$ cat config.mk
export PLATFORM = sky130hd
export DESIGN_NAME = keys_debounce_pulse4
export DESIGN_NICKNAME = d
export VERILOG_FILES = /design/src/rtl/keys_debounce_pulse4.sv
export SDC_FILE = /design/constraint.sdc
export NUM_CORES = 1
export LEC_CHECK = 0
export BUFFER_PORTS_ARGS = -buffer_cell sky130_fd_sc_hd__buf_2
export CAP_MARGIN = 20
export CORE_MARGIN = 2
export CORE_UTILIZATION = 60
export DETAILED_ROUTE_END_ITERATION = 8
export PLACE_DENSITY = 0.77
export SLEW_MARGIN = 20
export SYNTH_ARGS = -nofsm -noshare
export SYNTH_HDL_FRONTEND = slang
export SYNTH_SLANG_ARGS = --single-unit
$ cat constraint.sdc
create_clock -name CLK -period 4.5 [get_ports CLK]
set_input_delay 0.225 -clock CLK [delete_from_list [all_inputs] [get_ports CLK]]
set_output_delay 0.225 -clock CLK [all_outputs]
set_load 0.03 [all_outputs]
$ cat src/rtl/keys_debounce_pulse4.sv
// keys_debounce_pulse4
// Four-channel active-low key front end: two-stage synchroniser, shared 1 ms
// tick, per-key press/release debounce FSM, single-cycle press pulse with
// optional auto-repeat while held, and a debounced pressed level.
module keys_debounce_pulse4 #(
   parameter logic [15:0] T1MS        = 16'd49_999,
   parameter logic [10:0] DEBOUNCE_MS = 11'd20,
   parameter logic [10:0] HOLD_MS     = 11'd500,
   parameter logic [10:0] REPEAT_MS   = 11'd100,
   parameter logic        REPEAT_EN   = 1'b1
) (
   input  logic       CLK,
   input  logic       RSTn,
   input  logic [3:0] key_in,
   output logic [3:0] key_pulse,
   output logic [3:0] key_level
);

   typedef enum logic [1:0] {
      IDLE      = 2'd0,
      PRESS_CHK = 2'd1,
      HELD      = 2'd2,
      REL_CHK   = 2'd3
   } state_t;

   // Counters hold "ticks seen so far", so the terminal check is one below the target.
   localparam logic [10:0] DEB_LAST  = DEBOUNCE_MS - 11'd1;
   localparam logic [10:0] HOLD_LAST = HOLD_MS - 11'd1;
   localparam logic [10:0] REP_LAST  = REPEAT_MS - 11'd1;

   logic [3:0]  sync1;
   logic [3:0]  sync2;
   logic [3:0]  key_s;

   logic [15:0] tick_cnt;
   logic        tick;

   state_t      state     [4];
   state_t      state_nxt [4];
   logic [10:0] cnt       [4];
   logic [10:0] cnt_nxt   [4];
   logic [3:0]  rep;
   logic [3:0]  rep_nxt;

   logic [3:0]  pulse_nxt;
   logic [3:0]  level_nxt;

   // Two-flop synchroniser; resets to released (1) so no false press after reset.
   always_ff @(posedge CLK or negedge RSTn) begin
      if (!RSTn) begin
         sync1 <= '1;
         sync2 <= '1;
      end else begin
         sync1 <= key_in;
         sync2 <= sync1;
      end
   end

   assign key_s = ~sync2;

   // Free-running 1 ms time base shared by all keys; never restarted by key activity.
   always_ff @(posedge CLK or negedge RSTn) begin
      if (!RSTn) begin
         tick_cnt <= '0;
      end else if (tick) begin
         tick_cnt <= '0;
      end else begin
         tick_cnt <= tick_cnt + 16'd1;
      end
   end

   assign tick = (tick_cnt == T1MS);

   // Per-key state register: FSM state, ms counter and repeat-phase flag.
   always_ff @(posedge CLK or negedge RSTn) begin
      if (!RSTn) begin
         for (int unsigned i = 0; i < 4; i++) begin
            state[i] <= IDLE;
            cnt[i]   <= '0;
         end
         rep <= '0;
      end else begin
         for (int unsigned i = 0; i < 4; i++) begin
            state[i] <= state_nxt[i];
            cnt[i]   <= cnt_nxt[i];
         end
         rep <= rep_nxt;
      end
   end

   // Per-key next-state, counter and repeat-phase decode.
   always_comb begin
      for (int unsigned i = 0; i < 4; i++) begin
         state_nxt[i] = state[i];
         cnt_nxt[i]   = cnt[i];
         rep_nxt[i]   = rep[i];
         case (state[i])
            IDLE: begin
               if (key_s[i]) begin
                  state_nxt[i] = PRESS_CHK;
                  cnt_nxt[i]   = '0;
               end
            end
            PRESS_CHK: begin
               if (!key_s[i]) begin
                  state_nxt[i] = IDLE;
               end else if (tick) begin
                  if (cnt[i] == DEB_LAST) begin
                     state_nxt[i] = HELD;
                     cnt_nxt[i]   = '0;
                     rep_nxt[i]   = 1'b0;
                  end else begin
                     cnt_nxt[i] = cnt[i] + 11'd1;
                  end
               end
            end
            HELD: begin
               if (!key_s[i]) begin
                  state_nxt[i] = REL_CHK;
                  cnt_nxt[i]   = '0;
               end else if (tick && REPEAT_EN) begin
                  // With repeat disabled the counter is frozen so it can never wrap.
                  if (cnt[i] == (rep[i] ? REP_LAST : HOLD_LAST)) begin
                     cnt_nxt[i] = '0;
                     rep_nxt[i] = 1'b1;
                  end else begin
                     cnt_nxt[i] = cnt[i] + 11'd1;
                  end
               end
            end
            REL_CHK: begin
               if (key_s[i]) begin
                  state_nxt[i] = HELD;
                  cnt_nxt[i]   = '0;
               end else if (tick) begin
                  if (cnt[i] == DEB_LAST) begin
                     state_nxt[i] = IDLE;
                     cnt_nxt[i]   = '0;
                  end else begin
                     cnt_nxt[i] = cnt[i] + 11'd1;
                  end
               end
            end
            default: begin
               state_nxt[i] = IDLE;
               cnt_nxt[i]   = '0;
            end
         endcase
      end
   end

   // Output decode: pulse on accepted press or repeat, level follows the held states.
   always_comb begin
      pulse_nxt = '0;
      level_nxt = '0;
      for (int unsigned i = 0; i < 4; i++) begin
         case (state[i])
            PRESS_CHK: pulse_nxt[i] = key_s[i] & tick & (cnt[i] == DEB_LAST);
            HELD:      pulse_nxt[i] = key_s[i] & tick & REPEAT_EN &
                                      (cnt[i] == (rep[i] ? REP_LAST : HOLD_LAST));
            default:   pulse_nxt[i] = 1'b0;
         endcase
         level_nxt[i] = (state_nxt[i] == HELD) || (state_nxt[i] == REL_CHK);
      end
   end

   // Output registers: pulse and level change on the same edge as the FSM.
   always_ff @(posedge CLK or negedge RSTn) begin
      if (!RSTn) begin
         key_pulse <= '0;
         key_level <= '0;
      end else begin
         key_pulse <= pulse_nxt;
         key_level <= level_nxt;
      end
   end

endmodule

# Word-level counts from Yosys, hierarchy flattened
# Cells that the tools add are included.
[classes]
addsub = 5
n_eq_ne = 61
mux = 109
n_bitwise = 13
reduce_logical = 20
[ops]
columns = ["op", "count"]
rows = [
  ["two-way mux 11 bit", 32],
  ["case mux 11 bit (4 select lines)", 4],
  ["two-way mux 2 bit", 32],
  ["inequality test 2 bit, second input constant", 28],
  ["adder 11 x 1 -> 11 bit, second input constant", 4],
  ["equality test 11 x 5 -> 1 bit, second input constant", 4],
  ["equality test 11 x 9 -> 1 bit", 4],
  ["two-way mux 9 bit", 4],
  ["equality test 2 bit, second input constant", 16],
  ["case mux 2 bit (4 select lines)", 4],
  ["AND reduction 7 bit", 4],
  ["two-way mux 1 bit", 24],
  ["adder 16 x 1 -> 16 bit, second input constant", 1],
  ["equality test 16 bit, second input constant", 1],
  ["two-way mux 16 bit", 1],
  ["case mux 1 bit (2 select lines)", 8],
  ["bitwise AND 1 bit", 12],
  ["inequality test 3 bit, second input constant", 4],
  ["AND reduction 3 bit", 4],
  ["equality test 2 x 1 -> 1 bit, second input constant", 4],
  ["zero test 2 bit", 4],
  ["nonzero test 2 bit", 4],
  ["logical OR 1 bit", 4],
  ["inverter 4 bit", 1],
]
[word_totals]
regBits = 88
inputBits = 6
elab_cells = 225

# Depth between registers and ports, before layout
# Gate-level depths: netlist (run 1).
[logic_depth]
depth_word = 7
depth_mapped = 10
depth_no_buf = 8

# Least setup slack after synthesis (run 1)
# OpenSTA, ideal clock, no wires.
[synth_timing]
kind = "reg2reg"
startpoint = "reg cnt[11] in the netlist's numbering"
endpoint = "reg key_level[2]"
arrival_ps = 2158
required_time_ps = 4367
slack_ps = 2209
path_stages_with_launch = 9
path_buffers = 1
period_less_slack_ps = 2291
cell_sequence = "dfrtp_1 ha_1 or4b_1 or4b_1 buf_2 nor2_4 o22ai_2 a221oi_2 o21ai_1"
[synth_between]
elab_chain_cells = 7
[synth_lines]
columns = ["item", "line_no", "rtl"]
rows = [
  ["from (decl)", "40", "logic [10:0] cnt [4];"],
  ["from (signal, indexed assignment)", "85", "cnt[i] <= cnt_nxt[i];"],
  ["equality test 11 x 5 -> 1 bit (*)", "108, 136", ""],
  ["two-way mux 2 bit (on tied branches)", "136, 108", ""],
  ["two-way mux 2 bit (on tied branches)", "135, 107", ""],
  ["two-way mux 2 bit (on tied branches)", "132, 105", ""],
  ["case mux 2 bit (4 select lines) (*)", "97", "case (state[i])"],
  ["equality test 2 bit", "163", "level_nxt[i] = (state_nxt[i] == HELD) || (state_nxt[i] == REL_CHK);"],
  ["logical OR 1 bit (*)", "163", ""],
  ["net level_nxt[2]", "46", "logic [3:0] level_nxt;"],
  ["to (signal assigned)", "174", "key_level <= level_nxt;"],
  ["to (decl)", "16", "output logic [3:0] key_level"],
]
# Mark *: on every way through the listed nets, which the timed path passes. The rest lies on a longest branch.
# A chain may end at the register's enable or synchronous reset.

# Worst setup path in the final report (run 1)
[layout_timing]
startpoint = "reg tick_cnt[5]"
endpoint = "reg cnt[22] in the netlist's numbering"
[layout_between]
elab_chain_cells = 4
[layout_lines]
columns = ["item", "line_no", "rtl"]
rows = [
  ["from (decl)", "35", "logic [15:0] tick_cnt;"],
  ["from (signal assigned)", "68", "tick_cnt <= tick_cnt + 16'd1;"],
  ["equality test 16 bit (*)", "72", "assign tick = (tick_cnt == T1MS);"],
  ["two-way mux 11 bit", "--", ""],
  ["two-way mux 11 bit (on tied branches)", "--", ""],
  ["case mux 11 bit (4 select lines)", "--", ""],
]
# Mark *: on every way between the ends. The rest lies on a longest branch, timed or not. The select of a mux whose other input is x is not followed.

==> run_results.csv, run 1 <==
group,metric,value,unit
synthesis,synth_edf_count,0,
run,drv_cap,0,
floorplan,io_pins,14,
timing,slew-limit-headroom,0.464,
timing,grt_setup_unrepaired,"false",
floorplan,die_w,96.2,um
floorplan,dieArea,0.00925,mm^2
drt,drt-total-wl,10.8,mm
cts,htreeDepth,3,
setup_path,crit_arrival,2.91,ns
finish,final-seq-area,0.00221,mm^2
drt,ant_nets,0,
drt,wire_per_inst,15.8,um
global_routing,grt_use_total,0.251,
run_status,status,"completed",
synthesis,avgSynthCellArea,9.12,um^2
drt,via_per_inst,6.31,
floorplan,num_rows,33,
worst_hold_path,holdPathEnd,"sync2[3]",
placement,postPlaceCellArea,0.00523,mm^2
placement,dp_cells,663,
power,p_int,1260,uW
timing,hold_viol_final,0,
floorplan,die_h,96.2,um
global_routing,grt_pass1_vias,4032,
setup_path,crit_required,4.72,ns
finish,post-route-cell-area,0.00545,mm^2
placement,hpwlAfterDp,7.67,mm
cts,clock_path_buffers,2,
power,p_sw_frac,0.357,
finish,layout_commonest_cell,"dfrtp_1",
finish,final_cell_mix,"dfrtp_1, nand2_1, nor2_1",
power,power_leakage,0.00240,uW
placement,gp_congestion,0.878,
synthesis,ys_seq_area_frac,0.434,
power,p_switching,696,uW
power,power.share.clock,0.256,
cts,cts_tree,"done",
drt,drtIter0Drc,203,
synthesis,synth_nets,586,
power,pwr-share-seq,0.441,
drt,route.vias.total,4318,
finish,nets,601,
timing,period_share,0.597,
worst_hold_path,hp-class,"flop to flop",
cts,worstSkewPairLatency,0.35,ns
synthesis,syn_inst,559,
finish,diodes,0,
timing,fmax,372,MHz
timing,setup_viol,0,
global_routing,grt_pass1_wl,18.3,mm
floorplan,coreArea,0.00822,mm^2
timing,worst_slew_pin_slew,0.803,ns
setup_path,r2r_cells,7,
synthesis,synth_area_leaders,"dfrtp_1, ha_1, nand2_1, a21oi_1, dfstp_2",
setup_path,rrSetupSlack,1.81,ns
floorplan,initial_core_util,0.620,
synthesis,synthesis.area,0.00510,mm^2
power,ir_drop,0.223,mV
setup_path,r2r-start,"tick_cnt[5]",
synthesis,yosysWarnings,0,
cts,cts_buffers,9,
cts,clkSlewWorstSetupHoldPaths,0.09,ns
timing,setup_slack,1.81,ns
finish,syn2layout_area_growth,7.02,%
timing,period_minus_slack,2.69,ns
global_routing,antenna_found_initial,0,
cts,clock-sinks,88,
synthesis,yosysTopAreaCell,"dfrtp_1",
finish,instances_no_fill,684,
setup_path,end_kind,"flop",
finish,drive_gt1_frac,0.0812,
cts,cts_resized,0,
synthesis,async_flop_share,1.00,
timing,skew,0.0130,ns
setup_path,path_max_fanout,12,
global_routing,grt_max_degree,50,
synthesis,ys_types,65,
worst_hold_path,worstHoldStart,"sync1[3]",
synthesis,synth_top_flop_cell,"dfrtp_1",
timing,setup_tns,0,ns
synthesis,yosys_register_bits,88,
drt,drt-pass1-iter-count,5,
placement,numPortBuffers,13,
setup_path,critical_path_class,"flop to flop",
setup_path,start_kind,"flop",
cts,cts-root-buf,"clkbuf_8",
timing,slew_viol_final,0,
global_routing,grt.overflow.total,0,
placement,place_ws,1.86,ns
worst_hold_path,holdPathStages,0,
setup_path,rr_endpoint,"cnt[22]",
power,comb_power_share,0.303,
finish,fillers,653,
power,power_density,358,mW/mm^2
finish,fin_util,0.664,
finish,multi_input_area,0.00273,mm^2
synthesis,synth.top_cell.area_share,0.393,
drt,drc,0,
-- worst max-delay path, cell delays in order (launching register included) --
cell and delay, ns:
dfrtp_1 0.45, nor4b_1 0.41, nand4_1 0.49, buf_4 0.37, o21ai_0 0.24, a21oi_1 0.10, nor2b_1 0.40, a211oi_1 0.10
-- what timing repair did --
action                                 4_1_cts  5_1_grt
hold buffers                                 5        0
setup endpoints to repair                    0        0
endpoints found under the hold margin       41        0
buffers inserted                             0        0
-- through the flow --
stage,hold WS (ns),total power (uW)
global route,0.356,2080
CTS,0.357,1960
detailed placement,0.232,1460
global placement,0.231,1430
finish,0.352,1950
floorplan,-0.0706,1310
-- layout make-up --
type,instances,share of cell area
multi-input combinational,437,0.501
sequential,88,0.406
clock buffer,13,0.0291
timing repair buffer,21,0.0257
tap,105,0.0241
inverter,17,0.0117
clock inverter,3,0.00321
-- kinds of logic (layout without fill, tap and decap cells) --
group,Yosys count,after routing,synth area share
flops,88,88,0.434
buf+inv,34,54,0.0302
mux,5,5,0.00982
xor+xnor,15,15,0.0258
simple gates,245,245,0.253
compound gates,151,151,0.195
fa+ha+maj,21,21,0.0516
-- registers in the layout (all words and copies together) (netlist names) --
register and count:
cnt 44, tick_cnt 16, state 8, key_level 4, key_pulse 4, rep 4
sync1 4, sync2 4
-- metal layers --
| metal | up-vias | routed length (um) | track usage |
|---|---|---|---|
| met1 | 2105 | 4930 | 0.319 |
| li1 | 2100 | - | - |
| met4 | 0 | 103 | 0.0690 |
| met5 | - | 0 | 0 |
| met3 | 12 | 388 | 0.0478 |
| met2 | 101 | 5370 | 0.435 |
-- worst max-delay path by stage --
stage / from / end / slack (ns) / depth (start not counted)
global placement: cnt[11] / cnt[21] / 1.98 / 7
floorplan: cnt[11] / key_level[2] / 2.21 / 8
CTS: tick_cnt[5] / cnt[22] / 1.85 / 7
detailed placement: tick_cnt[5] / cnt[27] / 1.86 / 7
global route: state[3] / cnt[21] / 1.64 / 7
finish: tick_cnt[5] / cnt[22] / 1.81 / 7
-- power by group through the flow --
stage                     clock network (uW)  registers, uW  logic [uW]
after floorplan                            0            872         442
after global placement                     0            873         560
after detailed placement                   0            876         581
after CTS                                516            860         586
after global routing                     550            866         660
final                                    499            861         592
-- cell usage after synthesis (10+ instances only) --
cell      n
nor2b_1  10
nand3_1  35
and2_1   10
nor2_1   51
dfrtp_1  80
and3_1   12
a21oi_1  43
nand4_1  10
ha_1     21
nand2_1  63
o21ai_0  28
inv_1    17
No activity file was read; power rests on OpenSTA's default activity.
==> run 2, diff against run 1 <==
Clock period 4.5 ns to 2.6 ns, I/O delays scaled along.
==> run 2 against run 1 <==
Sequential power up 73%. Cell count up 1.6%. Setup slack worse by 1.7 ns. Routed wire length down 0.67%. Critical path type unchanged.
==> run_results.csv, run 2 (same netlist as run 1, synthesis figures left out) <==
group,metric,value,unit
run_status,status,"completed",
floorplan,dieArea,0.00925,mm^2
finish,largest_register_ffs,44,
finish,syn2layout_area_growth,9.13,%
drt,wire_per_inst,15.4,um
drt,via_per_inst,6.22,
timing,period_share,0.939,
cts,htreeDepth,3,
power,p_total,3460,uW
run,drv_cap,0,
finish,drive_gt1_frac,0.107,
timing,slew_viol_final,0,
global_routing,grt_max_degree,49,
finish,post-route-cell-area,0.00556,mm^2
setup_path,r2r-start,"cnt[11]",
global_routing,grt_use_total,0.254,
setup_path,crit_arrival,2.69,ns
setup_path,r2r_cells,7,
drt,drt-total-wl,10.7,mm
power,power_leakage,0.00245,uW
timing,skew,0.0121,ns
finish,final_cell_mix,"dfrtp_1, nand2_1, nor2_1",
power,ir_drop,0.283,mV
placement,numPortBuffers,13,
finish,nets,612,
cts,cts_tree,"done",
worst_hold_path,hp-class,"input pin to asynchronous set/reset pin",
timing,setup_tns,0,ns
finish,largestRegisters,"cnt x44, tick_cnt x16, state x8",
floorplan,die_w,96.2,um
drt,drtIter0Drc,221,
cts,clkSlewWorstSetupHoldPaths,0.10,ns
timing,slew-limit-headroom,0.581,
timing,period_minus_slack,2.44,ns
finish,layout_commonest_cell,"dfrtp_1",
setup_path,crit_required,2.85,ns
floorplan,num_rows,33,
drt,ant_nets,0,
global_routing,grt.overflow.total,0,
global_routing,grt_pass1_wl,18.6,mm
setup_path,start_kind,"flop",
finish,regMostFlops,"cnt",
floorplan,io_pins,14,
timing,hold_viol_final,0,
drt,drc,0,
cts,worstSkewPairLatency,0.37,ns
placement,postPlaceCellArea,0.00531,mm^2
global_routing,antenna_found_initial,0,
floorplan,initial_core_util,0.620,
drt,drt-pass1-iter-count,5,
cts,cts-root-buf,"clkbuf_8",
setup_path,end_kind,"flop",
power,power_density,623,mW/mm^2
global_routing,grt_pass1_vias,4099,
timing,fmax,410,MHz
setup_path,rr_endpoint,"state[3]",
setup_path,rrSetupSlack,0.16,ns
timing,setup_viol,0,
drt,route.vias.total,4326,
timing,grt_setup_unrepaired,"false",
cts,cts_buffers,9,
cts,clock-sinks,88,
placement,gp_congestion,0.918,
finish,fin_util,0.677,
setup_path,startpoint,"cnt[11]",
timing,worst_slew_pin_slew,0.628,ns
timing,whs,0.303,ns
floorplan,coreArea,0.00822,mm^2
setup_path,path_max_fanout,6,
setup_path,setup.worst_path.end,"state[3]",
finish,diodes,0,
setup_path,critical_path_class,"flop to flop",
placement,hpwlAfterDp,7.53,mm
floorplan,die_h,96.2,um
cts,clock_path_buffers,2,
-- run 2: how the worst min path moves through the flow --
stage                   endpoint  slack [ns]
global placement    key_level[1]        0.18
detailed placement  key_level[1]        0.19
CTS                 key_level[1]        0.32
finish              key_level[1]        0.30
floorplan                 cnt[0]       -0.17
global route        key_level[1]        0.37
-- run 2: critical path, cell delays in order, from the launching register on --
cell and delay [ns]:
dfrtp_1 0.41, ha_1 0.21, or4b_1 0.48, or4b_4 0.59, nor2_4 0.12, o22ai_2 0.09
a221oi_2 0.33, o21ai_1 0.09
-- run 2: layer usage --
layer	vias up	wire, um	GRT usage	part of all wire
li1	2109	-	-	-
met1	2091	5040	0.341	0.47
met2	108	5100	0.405	0.48
met3	18	400	0.0478	0.037
met4	0	190	0.100	0.018
met5	-	0	0	0
-- run 2: what timing repair did --
action	CTS	global route
gates resized for setup	0	5
hold buffers	5	0
buffers inserted	0	0
endpoints found under the setup margin	0	12
endpoints found under the hold margin	48	0
-- run 2: stage by stage --
stage / std cells / setup slack (ns)
2_1_floorplan: 559 / 0.309
3_3_place_gp: 674 / 0.139
3_5_place_dp: 674 / 0.0670
4_1_cts: 695 / 0.0384
5_1_grt: 695 / 0.00295
6_report: 695 / 0.160
-- run 2: layout make-up --
class / count / area (um^2)
Inverter: 17 / 63.8
Multi-Input combinational cell: 437 / 2750
Clock buffer: 9 / 124
Tap cell: 105 / 131
Clock inverter: 7 / 55.1
Sequential cell: 88 / 2210
Timing Repair Buffer: 32 / 223
Fill cell: 658 / 2660
-- run 2: power by group --
group          switching, uW  total [uW]  internal, uW  leakage (uW)
Clock                    526         881           355     0.0000862
Combinational            709        1100           387       0.00119
Sequential              60.9        1490          1430       0.00118
